**src/rtl/fifo_cdc_pkg.sv**
```systemverilog
// Shared helpers for the async FIFO clock-domain-crossing logic.
package fifo_cdc_pkg;

    localparam int MIN_SYNC_STAGES = 2;
    localparam int MAX_SYNC_STAGES = 4;
    // Helpers work on a wide vector; callers zero-extend and truncate.
    localparam int PW = 32;

    function automatic logic [PW-1:0] gray2bin(input logic [PW-1:0] g);
        logic [PW-1:0] b;
        b[PW-1] = g[PW-1];
        for (int i = PW - 2; i >= 0; i--) begin
            b[i] = b[i+1] ^ g[i];
        end
        return b;
    endfunction

    function automatic logic [PW-1:0] bin2gray(input logic [PW-1:0] b);
        return b ^ (b >> 1);
    endfunction

    function automatic logic gray_step_ok(
        input logic [PW-1:0] a,
        input logic [PW-1:0] b
    );
        return $countones(a ^ b) <= 1;
    endfunction

endpackage

```
**src/rtl/sync_r2w_status_chain.sv**
```systemverilog
// Plain flop chain for crossing a quasi-static value into the local clock.
module sync_chain #(
    parameter int               WIDTH   = 1,
    parameter int               STAGES  = 2,
    parameter logic [WIDTH-1:0] RST_VAL = '0
) (
    input  logic             clk_i,
    input  logic             srst_i,
    input  logic [WIDTH-1:0] d_i,
    output logic [WIDTH-1:0] q_o
);

    logic [WIDTH-1:0] stage_q [STAGES];

    always_ff @(posedge clk_i) begin
        if (srst_i) begin
            for (int i = 0; i < STAGES; i++) begin
                stage_q[i] <= RST_VAL;
            end
        end else begin
            stage_q[0] <= d_i;
            for (int i = 1; i < STAGES; i++) begin
                stage_q[i] <= stage_q[i-1];
            end
        end
    end

    assign q_o = stage_q[STAGES-1];

endmodule

```
**src/rtl/sync_r2w_status.sv**
```systemverilog
// Write-side view of the read pointer: sync, Gray->binary, fill level,
// full/almost-full flags and sticky error detection.
module sync_r2w_status
    import fifo_cdc_pkg::*;
#(
    parameter int AWIDTH      = 4,
    parameter int SYNC_STAGES = 2,
    parameter int AFULL_LVL   = 12
) (
    input  logic            wr_clk_i,
    input  logic            srst_i,
    input  logic [AWIDTH:0] rd_pntr_gray_i,
    input  logic            rd_empty_i,
    input  logic [AWIDTH:0] wr_pntr_bin_i,
    input  logic            err_clr_i,
    output logic [AWIDTH:0] rd_pntr_gray_o,
    output logic [AWIDTH:0] rd_pntr_bin_o,
    output logic            wr_empty_o,
    output logic [AWIDTH:0] wr_usedw_o,
    output logic            wr_full_o,
    output logic            wr_afull_o,
    output logic [1:0]      err_o
);

    localparam int PTR_W = AWIDTH + 1;
    localparam logic [AWIDTH:0] DEPTH_P = PTR_W'(1 << AWIDTH);
    localparam logic [AWIDTH:0] AFULL_P = PTR_W'(AFULL_LVL);

    generate
        if (SYNC_STAGES < MIN_SYNC_STAGES || SYNC_STAGES > MAX_SYNC_STAGES ||
            AFULL_LVL < 1 || AFULL_LVL > (1 << AWIDTH)) begin : g_bad_param
            $error("sync_r2w_status: SYNC_STAGES or AFULL_LVL out of range");
        end
    endgenerate

    logic [AWIDTH:0] gray_sync;
    logic            empty_sync;

    sync_chain #(
        .WIDTH  (PTR_W),
        .STAGES (SYNC_STAGES),
        .RST_VAL('0)
    ) u_ptr_sync (
        .clk_i (wr_clk_i),
        .srst_i(srst_i),
        .d_i   (rd_pntr_gray_i),
        .q_o   (gray_sync)
    );

    sync_chain #(
        .WIDTH  (1),
        .STAGES (SYNC_STAGES),
        .RST_VAL(1'b1)
    ) u_empty_sync (
        .clk_i (wr_clk_i),
        .srst_i(srst_i),
        .d_i   (rd_empty_i),
        .q_o   (empty_sync)
    );

    logic [AWIDTH:0] rd_bin_q, rd_bin_d;
    logic [AWIDTH:0] prev_gray_q;
    logic [AWIDTH:0] usedw_q, usedw_d;
    logic            full_q, full_d;
    logic            afull_q, afull_d;
    logic [1:0]      err_q, err_d;
    logic [1:0]      err_set;

    always_comb begin
        rd_bin_d = PTR_W'(gray2bin(PW'(gray_sync)));
        // Modulo subtraction takes care of pointer wrap-around.
        usedw_d  = wr_pntr_bin_i - rd_bin_q;
        full_d   = usedw_d >= DEPTH_P;
        afull_d  = usedw_d >= AFULL_P;
        err_set  = 2'b00;
        err_set[0] = !gray_step_ok(PW'(prev_gray_q), PW'(gray_sync));
        // Overflow is judged on the registered level, one cycle after it shows.
        err_set[1] = usedw_q > DEPTH_P;
        err_d = (err_q & ~{2{err_clr_i}}) | err_set;
    end

    always_ff @(posedge wr_clk_i) begin
        if (srst_i) begin
            rd_bin_q    <= '0;
            prev_gray_q <= '0;
            usedw_q     <= '0;
            full_q      <= 1'b0;
            afull_q     <= 1'b0;
            err_q       <= 2'b00;
        end else begin
            rd_bin_q    <= rd_bin_d;
            prev_gray_q <= gray_sync;
            usedw_q     <= usedw_d;
            full_q      <= full_d;
            afull_q     <= afull_d;
            err_q       <= err_d;
        end
    end

    assign rd_pntr_gray_o = gray_sync;
    assign rd_pntr_bin_o  = rd_bin_q;
    assign wr_empty_o     = empty_sync;
    assign wr_usedw_o     = usedw_q;
    assign wr_full_o      = full_q;
    assign wr_afull_o     = afull_q;
    assign err_o          = err_q;

endmodule

```
**config.mk**
```make
export PLATFORM = sky130hd
export DESIGN_NAME = sync_r2w_status
export DESIGN_NICKNAME = d
export VERILOG_FILES = /design/src/rtl/fifo_cdc_pkg.sv /design/src/rtl/sync_r2w_status_chain.sv /design/src/rtl/sync_r2w_status.sv
export SDC_FILE = /design/constraint.sdc
export NUM_CORES = 1
export LEC_CHECK = 0
export BUFFER_PORTS_ARGS = -buffer_cell sky130_fd_sc_hd__buf_2
export CAP_MARGIN = 20
export CORE_MARGIN = 2
export CORE_UTILIZATION = 35
export CTS_BUF_LIST = sky130_fd_sc_hd__clkbuf_4
export DETAILED_ROUTE_END_ITERATION = 8
export PLACE_DENSITY_LB_ADDON = 0.25
export SYNTH_ARGS = -nofsm -noshare
export SYNTH_HDL_FRONTEND = slang
export SYNTH_SLANG_ARGS = --single-unit
export TNS_END_PERCENT = 5
```
**constraint.sdc**
```tcl
create_clock -name wr_clk_i -period 5.96 [get_ports wr_clk_i]
set_input_delay 1.192 -clock wr_clk_i [delete_from_list [all_inputs] [get_ports wr_clk_i]]
set_output_delay 1.192 -clock wr_clk_i [all_outputs]
set_load 0.05 [all_outputs]
```
# Yosys cells after proc, flatten, opt, wreduce, memory -nomap -nowiden
# Memories as Yosys holds them, arrays and structs flattened.
# Cells that the tools add are included.
# word_totals
regBits	19
latchBits	0
ramBits	12
rom_bits	0
inputBits	14
out_inout_bits	20
memories	2
# memory_table
name	words	width	read_ports	rd_ports_with_merged_regs	write_ports	line_no	text
u_ptr_sync.stage_q	2	5	2	0	2	sync_r2w_status_chain.sv:13	logic [WIDTH-1:0] stage_q [STAGES];
u_empty_sync.stage_q	2	1	2	0	2	sync_r2w_status_chain.sv:13	
# classes
n_addsub	32
mul	0
n_div	0
order_cmp	4
eq_ne	0
shifts	0
muxes	7
n_bitwise	12
n_reduce_logical	1
# op_table
operator	n
1-bit by 1-bit adder with 2-bit output, both inputs constant	13
2-bit by 2-bit adder with 3-bit output	8
3-bit by 3-bit adder with 4-bit output	4
4-bit by 4-bit adder with 5-bit output	2
5-bit two-way mux	2
5-bit by 5-bit adder with 6-bit output	1
6-bit by 1-bit <= comparator with 1-bit output, second input constant	1
5-bit by 4-bit greater-or-equal comparator with 1-bit output, second input constant	1
5-bit greater-or-equal comparator, second input constant	1
5-bit greater-than comparator, second input constant	1
1-bit two-way mux	5
5-bit subtractor	1
5-bit XOR	1
1-bit by 1-bit adder with 2-bit output	2
1-bit OR	4
1-bit XOR	4
1-bit by 1-bit adder with 2-bit output, second input constant	1
2-bit AND	1
2-bit inverter	1
2-bit OR	1
1-bit zero test	1

# Longest topological paths before layout
# Gate-level depths: netlist of the first run.
# logic_depth
word_depth	9
ltp_mapped	8

# Modules after synthesis
# Synthesis of the first run repeated with hierarchy kept, for this count alone.
# unflattened
hier_cells	103
area_unflattened_um2	1128.6
# by_module_without_submodules
module	n_inst	cells_per_inst	area_per_inst_um2	seq_area_each_um2
sync_r2w_status	1	74	775.7	340.3
sync_chain at u_ptr_sync	1	25	300.3	200.2
sync_chain at u_empty_sync	1	4	52.6	40.0

# Least setup slack after synthesis of the first run
# Ideal clock, no wire load.
# synth_timing
kind	input -> register
start	in wr_pntr_bin_i[0]
end	reg afull_q, in the netlist wr_afull_o
setup_ns	0.124
t_arrival_ns	2.345
t_required_ns	5.836
slack_ns	3.491
cell_stages	8
path_buffers	0
path_cell_list	inv_1 -> ha_1 -> inv_1 -> fa_1 -> a21o_1 -> a21oi_1 -> xnor2_1 -> o2bb2ai_1
# synth_via
elab_chain_len	2
# synth_rtl
element	line_no	text
start, declared	sync_r2w_status.sv:14	input logic [AWIDTH:0] wr_pntr_bin_i,
5-bit subtractor	sync_r2w_status.sv:72	usedw_d = wr_pntr_bin_i - rd_bin_q;
5-bit by 4-bit greater-or-equal comparator with 1-bit output	sync_r2w_status.sv:74	afull_d = usedw_d >= AFULL_P;
end signal, assigned	sync_r2w_status.sv:95	afull_q <= afull_d;
end, declared	sync_r2w_status.sv:65	logic afull_q, afull_d;
# Every way passes these cells.
# A chain may end at the register's enable or synchronous reset.

# Final worst setup path of the first run
# Ends and elaborated chain as after synthesis.

==> reports/metrics.yaml, run 1 <==
status: "finished clean"
grt_first_pass_wirelength_um: 2630
ctsResizeCount: 0
final-max-slew-violation-count: 0
grt_overflow: 0
clkPwrFrac_pct: 31.9
ant_nets: 0
ir_worst_vdd_mv: 0.146
reg2reg_setup_slack_ns: 3.76
dieArea_um2: 3720
design.core.area_um2: 3080
cpPeakStageDelay_ns: 0.40
cts_hold_buf: 0
port-buffer-count: 33
dp_slack_ns: 3.30
synth-adder-area-share_pct: 10.8
skew_ns: 0.00782
synthMuxAreaShare_pct: 0
rows: 20
final.period_utilization_pct: 39.3
setup_violations: 0
drt_wl_total_um: 1640
via_per_inst: 4.12
drt-pass1-iter-count: 3
clkTransAtPathRegs_ns: 0.09
cp.arrival_ns: 2.53
yosys.area_share.simple_pct: 14.4
drc_errors: 0
min_path_type: "reg2reg"
slew_headroom_pct: 68.7
fmax_mhz: 427
netlist_area_um2: 1140
critical_path.max_fanout: 2
drtIter0Drc: 3
cts.root.buffer_cell: "clkbuf_4"
power.switching_uw: 138
final.setup.tns_ns: 0
power_density_nw_per_um2: 339
grt_pass1_vias: 654
crit_chain: "buf_2, inv_1, ha_1, inv_1, fa_1, a21o_1, a21oi_1, xnor2_1, o2bb2ai_1"
syn_area_per_cell_um2: 10.8
worstSetupPathType: "in2reg"
rsz0062_at_grt: "false"
cpMaxStageDelayCell: "fa_1"
cp_num_buf_inv: 3
numClockSinks: 29
cp_top_family: "adder cells"
vias: 737
sw_frac_of_total_pct: 29.9
die_y_um: 61.0
seq_area_frac_synth_pct: 51.1
post-cts-setup-buffer-count: 0
combPwrFrac_pct: 21.6
initial_core_util_pct: 36.9
synth_cell_type_count: 20
synth_nets: 127
clk_latency_ns: 0.32
cts_buffer_depth: 2
globalplace.congestion: 0.659
leakage_nw: 0.654
area_growth_pct: 20.2
cts_buffers: 5
syn_inst: 105
hold_viol_final: 0
synthXorXnorAreaFrac_pct: 11.2
hold_ws_ns: 0.426
drive_gt1_share_pct: 31.1
nNetsFinal: 157
max_slew.worst_pin.slew_ns: 0.470
max_cap_violations: 0
cts_tree: "yes"
min_period_ns: 2.34
p_seq_share_pct: 46.5
cts.htree.levels: 2
synth-seq-cells: 29
cp.required_ns: 6.15
synth_compound_area_share_pct: 4.19
grt_antenna_before_repair: 0
internal_power_uw: 324
dp_hpwl_um: 1260
crit_top_cell: "inv_1"
worst_slack_ns: 3.62
num_io_pins: 34
antennaDiodeCount: 0
synth_top_family_by_area: "simple AND/OR/NAND/NOR gates"
ys_warn_count: 0
end_kind: "register"
track_usage_pct: 10.2
grt_max_degree: 30
detail_route.wl_per_cell_um: 9.14
die_w_um: 61.0
startpoint_type: "input port"
==> logic make-up (layout without fill, tap and decap cells) <==
logic type | Yosys count | in the layout
AO/OA/AOI/OAI | 7 | 7
XOR/XNOR | 13 | 13
adder cells (fa/ha/maj) | 8 | 8
buffers and inverters | 18 | 48
flip-flops | 29 | 29
AND/OR/NAND/NOR | 30 | 30
==> layer usage <==
layer / GRT usage [%] / routed length (um) / vias up
met4: 3.73 / 17 / 0
met5: 0 / 0 / -
met3: 7.68 / 177 / 2
li1: - / - / 378
met1: 9.71 / 701 / 326
met2: 16.7 / 740 / 31
==> per-stage QoR <==
step                utilization, %  area [um^2]  instances  power, mW
floorplan                        -         1140        105      0.301
global placement              42.0         1290        172      0.319
detailed placement            42.0         1290        172      0.321
CTS                           44.3         1370        179      0.471
global route                  44.3         1370        179      0.488
finish                        44.3         1370        179      0.462
==> Yosys cell counts (all sizes together) <==
master,number,area share (%)
xor2,6,4.6
ha,5,5.5
nand2,2,0.66
clkbuf,2,0.66
buf,8,5.0
or2,2,1.1
a211oi,1,0.66
nand3b,1,0.66
o2bb2ai,1,0.77
xnor2,6,4.6
fa,3,5.3
inv,8,2.6
o41ai,1,0.77
a21o,1,0.66
dfxtp,29,51
nor2b,17,9.4
a21oi,3,1.3
nor2,8,2.6
xnor3,1,2.0
==> worst paths after layout <==
kind                                              start  depth (start not counted)                                     to
setup / recovery                       wr_pntr_bin_i[0]                          9                  wr_afull_o$_SDFF_PP0_
hold / removal    u_empty_sync.stage_q[0][0]$_SDFF_PP1_                          1  u_empty_sync.stage_q[0][1]$_SDFF_PP1_
setup reg to reg    u_ptr_sync.stage_q[0][5]$_SDFF_PP0_                          7                    err_o[0]$_SDFF_PP0_
hold reg to reg   u_empty_sync.stage_q[0][0]$_SDFF_PP1_                          1  u_empty_sync.stage_q[0][1]$_SDFF_PP1_
==> power by group through the flow <==
stage | logic (mW) | clock network [mW] | registers [mW]
after floorplan | 0.0454 | 0 | 0.255
after global placement | 0.0990 | 0 | 0.220
after detailed placement | 0.101 | 0 | 0.220
after CTS | 0.101 | 0.154 | 0.216
after global routing | 0.108 | 0.163 | 0.217
final | 0.100 | 0.147 | 0.215
==> flip-flops by register name (all words and copies together), names as in the netlist <==
| name | count |
|---|---|
| wr_afull_o | 1 |
| rd_pntr_bin_o | 5 |
| u_ptr_sync.stage_q | 10 |
| prev_gray_q | 4 |
| err_o | 2 |
| wr_usedw_o | 5 |
| u_empty_sync.stage_q | 2 |
==> worst register-to-register path: cells and delay by family, from the launching register on <==
kind	cells	cell delay, ns
xor+xnor	1	0.12
simple gates	1	0.06
compound gates	1	0.18
flops	1	0.41
buf+inv	1	0.06
fa+ha+maj	3	1.25
==> layout make-up <==
cell class	count	area [um^2]
Tap cell	44	55.1
Fill cell	317	1710
Sequential cell	29	581
Clock inverter	2	35.0
Clock buffer	5	37.5
Timing Repair Buffer	33	165
Inverter	8	30.0
Multi-Input combinational cell	58	462
==> cells in the final DEF (no fill, tap or decap), types with 2 or more instances in the layout <==
| cell | netlist | routed |
|---|---|---|
| dfxtp_1 | 29 | 29 |
| nand2_1 | 2 | 2 |
| xor2_1 | 6 | 6 |
| buf_2 | 0 | 33 |
| a21oi_1 | 3 | 3 |
| inv_1 | 8 | 8 |
| xnor2_1 | 6 | 6 |
| nor2b_1 | 17 | 17 |
| fa_1 | 3 | 3 |
| nor2_1 | 8 | 8 |
| clkbuf_4 | 0 | 5 |
| ha_1 | 5 | 5 |
| or2_2 | 2 | 2 |
Power figures use the tool's default switching activity.
==> inputs of run 2 (changes only) <==
==> constraint.sdc (replaced) <==
create_clock -name wr_clk_i -period 2.16 [get_ports wr_clk_i]
set_input_delay 0.432 -clock wr_clk_i [delete_from_list [all_inputs] [get_ports wr_clk_i]]
set_output_delay 0.432 -clock wr_clk_i [all_outputs]
set_load 0.05 [all_outputs]
==> reports/metrics.yaml, run 2 (synthesized netlist as in run 1, its figures left out) <==
status: "finished clean"
drt-pass1-iter-count: 3  # unchanged
numClockSinks: 29  # unchanged
skew_ns: 0.0192  # +0.0114 ns
fmax_mhz: 491
rows: 20  # unchanged
port-buffer-count: 33  # unchanged
grt_first_pass_wirelength_um: 2810  # +6.8%
die_w_um: 61.0  # unchanged
hold_viol_final: 0  # unchanged
grt_max_degree: 30  # unchanged
cp.required_ns: 2.35  # -3.80 ns
n_fill_cell: 331  # +4.4%
drive_gt1_share_pct: 35.5  # +4.4 points
via_per_inst: 4.02  # -2.4%
max_cap_violations: 0  # unchanged
globalplace.congestion: 0.755  # +15%
cp.arrival_ns: 2.23  # -0.30 ns
power_density_nw_per_um2: 916  # +170%
num_io_pins: 34  # unchanged
dieArea_um2: 3720  # unchanged
drt_wl_total_um: 1760  # +7.3%
cts_buffer_depth: 2  # unchanged
dp_hpwl_um: 1320  # +4.9%
critical_path.max_fanout: 2  # unchanged
top_register: "u_ptr_sync.stage_q"
ant_nets: 0  # unchanged
min_period_ns: 2.04
largest_reg_flops: 10  # unchanged
grt_pass1_vias: 702  # +7.3%
detail_route.wl_per_cell_um: 9.65  # +5.6%
ir_worst_vdd_mv: 0.363  # +150%
final.setup.tns_ns: 0  # unchanged
crit_chain: "xnor2_1, fa_1, inv_1, fa_2, ha_4, a211oi_2, nor2_1"
cts.root.buffer_cell: "clkbuf_4"
final-max-slew-violation-count: 0  # unchanged
layout_commonest_cell: "buf_2"
rsz0062_at_grt: "false"
design.core.area_um2: 3080  # unchanged
final_cell_mix: "buf_2 (33), dfxtp_1 (28), nor2b_1 (17)"
cpPeakStageDelay_ns: 0.53  # +0.13 ns
slew_headroom_pct: 67.6  # -1.1 points
grt_overflow: 0  # unchanged
area_growth_pct: 24.0
startpoint_type: "register"
clk_latency_ns: 0.33  # about the same
nNetsFinal: 160  # +1.9%
cpMaxStageDelayCell: "fa_1"
end_kind: "register"
min_path_type: "in2reg"
reg2reg_setup_slack_ns: 0.12  # -3.64 ns
antennaDiodeCount: 0  # unchanged
cts_buffers: 5  # unchanged
worstSetupPathType: "reg2reg"
setup_violations: 0  # unchanged
track_usage_pct: 10.9  # +0.77 points
vias: 731  # -0.81%
max_slew.worst_pin.slew_ns: 0.485  # +0.0159 ns
initial_core_util_pct: 36.9  # unchanged
drc_errors: 0  # unchanged
worst_r2r_path_depth: 7  # unchanged
die_y_um: 61.0  # unchanged
worst_slack_ns: 0.123  # -3.50 ns
clkTransAtPathRegs_ns: 0.10  # about the same
grt_antenna_before_repair: 0  # unchanged
cts_tree: "yes"
dp_slack_ns: 0.0445  # -3.25 ns
drtIter0Drc: 3  # unchanged
cts.htree.levels: 2  # unchanged
final.period_utilization_pct: 94.3
leakage_nw: 0.667  # +2.0%
whs_path_depth: 2  # +1
-- run 2: metrics by stage --
stage / utilization (%) / total power [mW] / area, um^2 / hold WS [ns] / std cells
global route: 45.8 / 1.36 / 1410 / 0.252 / 182
detailed placement: 42.7 / 0.888 / 1320 / 0.397 / 175
CTS: 45.1 / 1.30 / 1390 / 0.266 / 182
floorplan: - / 0.830 / 1140 / 0.389 / 105
finish: 45.8 / 1.29 / 1410 / 0.275 / 182
global placement: 42.7 / 0.883 / 1320 / 0.399 / 175
-- run 2: critical path, delay by kind of cell, from the launching register on --
kind,cells,cell delay [ns]
AO/OA/AOI/OAI,1,0.18
XOR/XNOR,1,0.14
adder cells (fa/ha/maj),3,1.14
buffers and inverters,1,0.05
flip-flops,1,0.34
AND/OR/NAND/NOR,1,0.05
-- run 2: metal layers --
metal	vias to the layer above	routed length, um	track usage [%]
met5	-	0	0
met4	0	0	3.73
li1	379	-	-
met3	0	150	7.04
met2	30	838	18.0
met1	322	767	11.3
-- run 2: power by group --
group / total (mW) / internal, mW / switching [mW]
sequential: 0.593 / 0.575 / 0.0178
clock: 0.412 / 0.235 / 0.176
combinational: 0.286 / 0.0904 / 0.196
total: 1.29 / 0.901 / 0.390
-- run 2: worst paths after layout --
path / startpoint / endpoint
setup reg to reg: u_ptr_sync.stage_q[0][5]$_SDFF_PP0_ / err_o[0]$_SDFF_PP0_
hold / removal: rd_empty_i / u_empty_sync.stage_q[0][0]$_SDFF_PP1_
hold reg to reg: u_empty_sync.stage_q[0][0]$_SDFF_PP1_ / u_empty_sync.stage_q[0][1]$_SDFF_PP1_
setup / recovery: u_ptr_sync.stage_q[0][5]$_SDFF_PP0_ / err_o[0]$_SDFF_PP0_
-- run 2: repair_timing --
action / 4_1_cts / 5_1_grt
resized for setup: 0 / 4
hold buffers: 0 / 0
hold endpoints to repair: 0 / 0
buffers inserted: 0 / 0
endpoints found under the setup margin: 0 / 1
-- run 2: area by class of cell --
type,count,area (um^2),area share (%)
Inverter,8,30.0,2.13
Sequential cell,29,582,41.3
Tap cell,44,55.1,3.91
Timing Repair Buffer,36,188,13.3
Clock inverter,2,35.0,2.49
Clock buffer,5,37.5,2.66
Multi-Input combinational cell,58,482,34.2
==> inputs of run 3 (changes only) <==
--- a/config.mk
+++ b/config.mk
@@ -5,6 +5,7 @@
 export SDC_FILE = /design/constraint.sdc
 export NUM_CORES = 1
 export LEC_CHECK = 0
+export ABC_AREA = 1
 export BUFFER_PORTS_ARGS = -buffer_cell sky130_fd_sc_hd__buf_2
 export CAP_MARGIN = 20
 export CORE_MARGIN = 2
==> reports/metrics.yaml, run 3 <==
initial_core_util_pct: 36.4  # -0.50 points
synth_top_area_share_pct: 47.8  # -3.3 points
fmax_mhz: 492  # +0.20%
top_register: "u_ptr_sync.stage_q"
cp.arrival_ns: 2.23  # about the same
cts.htree.levels: 2  # unchanged
min_path_type: "in2reg"
startpoint_type: "register"
final-max-slew-violation-count: 0  # unchanged
ant_nets: 0  # unchanged
ys.flop_type: "dfxtp_1"
drt-pass1-iter-count: 4  # +1
grt_max_degree: 29  # -3.3%
port-buffer-count: 33  # unchanged
final.period_utilization_pct: 94.1  # -0.19 points
synth_cell_type_count: 18  # -10%
min_period_ns: 2.03  # -0.00415 ns
r2r-end: "err_o[0]$_SDFF_PP0_"
multi_input_area_um2: 472  # -2.1%
area_growth_pct: 19.7
drtIter0Drc: 27  # +24
critical_path.max_fanout: 2  # unchanged
grt_overflow: 0  # unchanged
grt_antenna_before_repair: 0  # unchanged
cts_tree: "yes"
clkTransAtPathRegs_ns: 0.09  # about the same
ys_warn_count: 0  # unchanged
synth_nets: 165  # +30%
cp_top_family: "adder cells"
syn_inst: 143  # +36%
nNetsFinal: 197  # +23%
regArea_um2: 584  # +0.43%
globalplace.congestion: 0.790  # +4.5%
numClockSinks: 29  # unchanged
p_seq_share_pct: 50.5  # +4.6 points
reg2reg_setup_slack_ns: 0.13  # about the same
num_io_pins: 34  # unchanged
via_per_inst: 4.00  # -0.30%
post_dp_cell_area_um2: 1390  # +5.3%
dieArea_um2: 3960  # +6.5%
worst_r2r_path_depth: 7  # unchanged
worstSetupPathType: "reg2reg"
leakage_nw: 0.768  # +15%
max_slew.worst_pin.slew_ns: 0.486  # +0.000118 ns
detail_route.wl_per_cell_um: 9.16  # -5.0%
dp_hpwl_um: 1560  # +18%
drc_errors: 0  # unchanged
hold_viol_final: 0  # unchanged
synth_top_area_cell: "dfxtp_1"
cp.required_ns: 2.36  # about the same
rows: 21  # +5.0%
crit_chain: "xnor2_2, fa_1, inv_1, fa_2, ha_1, nor2_1, a21oi_1"
largest_reg_flops: 10  # unchanged
layout_commonest_cell: "buf_2"
final_cell_mix: "buf_2 (33), inv_1 (27), dfxtp_1 (26)"
slew_headroom_pct: 67.6  # about the same
syn_area_per_cell_um2: 8.50  # -21%
n_fill_cell: 351  # +6.0%
power_density_nw_per_um2: 801  # -13%
drive_gt1_share_pct: 32.4  # -3.1 points
cpMaxStageDelayCell: "fa_1"
cts_buffer_depth: 2  # unchanged
hold_ws_ns: 0.286  # +0.0113 ns
skew_ns: 0.00543  # -0.0138 ns
setup_violations: 0  # unchanged
status: "finished clean"
max_cap_violations: 0  # unchanged
track_usage_pct: 12.4  # +1.4 points
vias: 889  # +22%
whs_path_depth: 2  # unchanged
drt_wl_total_um: 2030  # +16%
holdPathEnd: "u_empty_sync.stage_q[0][0]$_SDFF_PP1_"
ir_worst_vdd_mv: 0.311  # -14%
die_w_um: 62.9  # +3.2%
sw_frac_of_total_pct: 32.6  # +2.4 points
hold_start: "rd_empty_i"
end_kind: "register"
cp_num_buf_inv: 1  # unchanged
post-cts-setup-buffer-count: 0  # unchanged
cpPeakStageDelay_ns: 0.53  # about the same
grt_pass1_vias: 893  # +27%
antennaDiodeCount: 0  # unchanged
netlist_area_um2: 1210  # +6.9%
p_total_mw: 1.16  # -9.8%
synth_area_leaders: "dfxtp_1 (48%), inv_1 (8.3%), nor2_1 (7.7%), nand2_1 (5.6%), ha_1 (5.1%)"
internal_power_uw: 784  # -13%
synth_edf_count: 0  # unchanged
grt_first_pass_wirelength_um: 3610  # +28%
synth-seq-cells: 29  # unchanged
design_area_um2: 1450  # +3.2%
cts.root.buffer_cell: "clkbuf_4"
yosys-top-cells-count: "dfxtp_1 (29), inv_1 (27), nor2_1 (25)"
cts_buffers: 5  # unchanged
reg2reg_from: "u_ptr_sync.stage_q[0][5]$_SDFF_PP0_"
rsz0062_at_grt: "false"
seq_area_frac_synth_pct: 47.8  # -3.3 points
yosysMostFrequentCell: "dfxtp_1"
clk_latency_ns: 0.32  # about the same
design.core.area_um2: 3340  # +8.4%
die_y_um: 62.9  # +3.2%
clkPwrFrac_pct: 26.8  # -5.1 points
combPwrFrac_pct: 22.7  # +0.5 points
power.switching_uw: 380  # -2.5%
final.setup.tns_ns: 0  # unchanged
async_flop_share_pct: 0  # unchanged
-- run 3: power groups by stage --
stage | combinational (mW) | clock, mW | sequential (mW)
2_1_floorplan | 0.126 | 0 | 0.685
3_3_place_gp | 0.261 | 0 | 0.599
3_5_place_dp | 0.265 | 0 | 0.601
4_1_cts | 0.266 | 0.333 | 0.588
5_1_grt | 0.294 | 0.359 | 0.593
6_report | 0.264 | 0.312 | 0.588
-- run 3: cell type report --
type                    count  share of cell area, %
flip-flops and latches     29                   40.2
multi-input cells          76                   32.4
repair buffers             35                   12.4
inverters                  28                   7.23
well taps                  46                   3.96
clock buffers               6                   3.10
clock inverters             2                  0.688
-- run 3: through the flow --
stage                     utilization (%)  setup slack [ns]  cells
after global placement               41.5             0.152    214
after detailed placement             41.5             0.101    214
after floorplan                         -             0.154    143
after global routing                 43.6            0.0293    222
final                                43.6             0.127    222
after CTS                            43.2            0.0952    222
-- run 3: cell families after synthesis --
family,synth area share (%)
simple gates,20.2
buf+inv,14.2
flops,47.8
fa+ha+maj,10.1
xor+xnor,5.05
compound gates,2.68
-- run 3: worst reg2reg max path: cells and delay by family (launching register included) --
family | cells | cell delay (ns)
XOR/XNOR | 1 | 0.14
adder cells (fa/ha/maj) | 3 | 1.18
AND/OR/NAND/NOR | 1 | 0.12
flip-flops | 1 | 0.34
AO/OA/AOI/OAI | 1 | 0.07
buffers and inverters | 1 | 0.06
-- run 3: worst max path at each step --
stage	start	to	slack, ns	cells past startpoint
finish	u_ptr_sync.stage_q[0][5]$_SDFF_PP0_	err_o[0]$_SDFF_PP0_	0.13	7
detailed placement	u_ptr_sync.stage_q[0][5]$_SDFF_PP0_	err_o[0]$_SDFF_PP0_	0.10	7
CTS	u_ptr_sync.stage_q[0][5]$_SDFF_PP0_	err_o[0]$_SDFF_PP0_	0.1	7
global route	u_ptr_sync.stage_q[0][5]$_SDFF_PP0_	err_o[0]$_SDFF_PP0_	0.03	7
floorplan	u_ptr_sync.stage_q[0][5]$_SDFF_PP0_	err_o[0]$_SDFF_PP0_	0.15	7
global placement	u_ptr_sync.stage_q[0][5]$_SDFF_PP0_	err_o[0]$_SDFF_PP0_	0.15	7
-- run 3: repair_timing --
action,in CTS,in global routing
endpoints found under the setup margin,0,1
hold buffers,0,0
resized for setup,0,5
endpoints found under the hold margin,0,0
-- run 3: layer usage --
metal | global-route usage [%] | wire length [um]
met5 | 0 | 0
met2 | 21.4 | 1040
met4 | 5.83 | 16
met1 | 11.1 | 782
met3 | 7.93 | 196
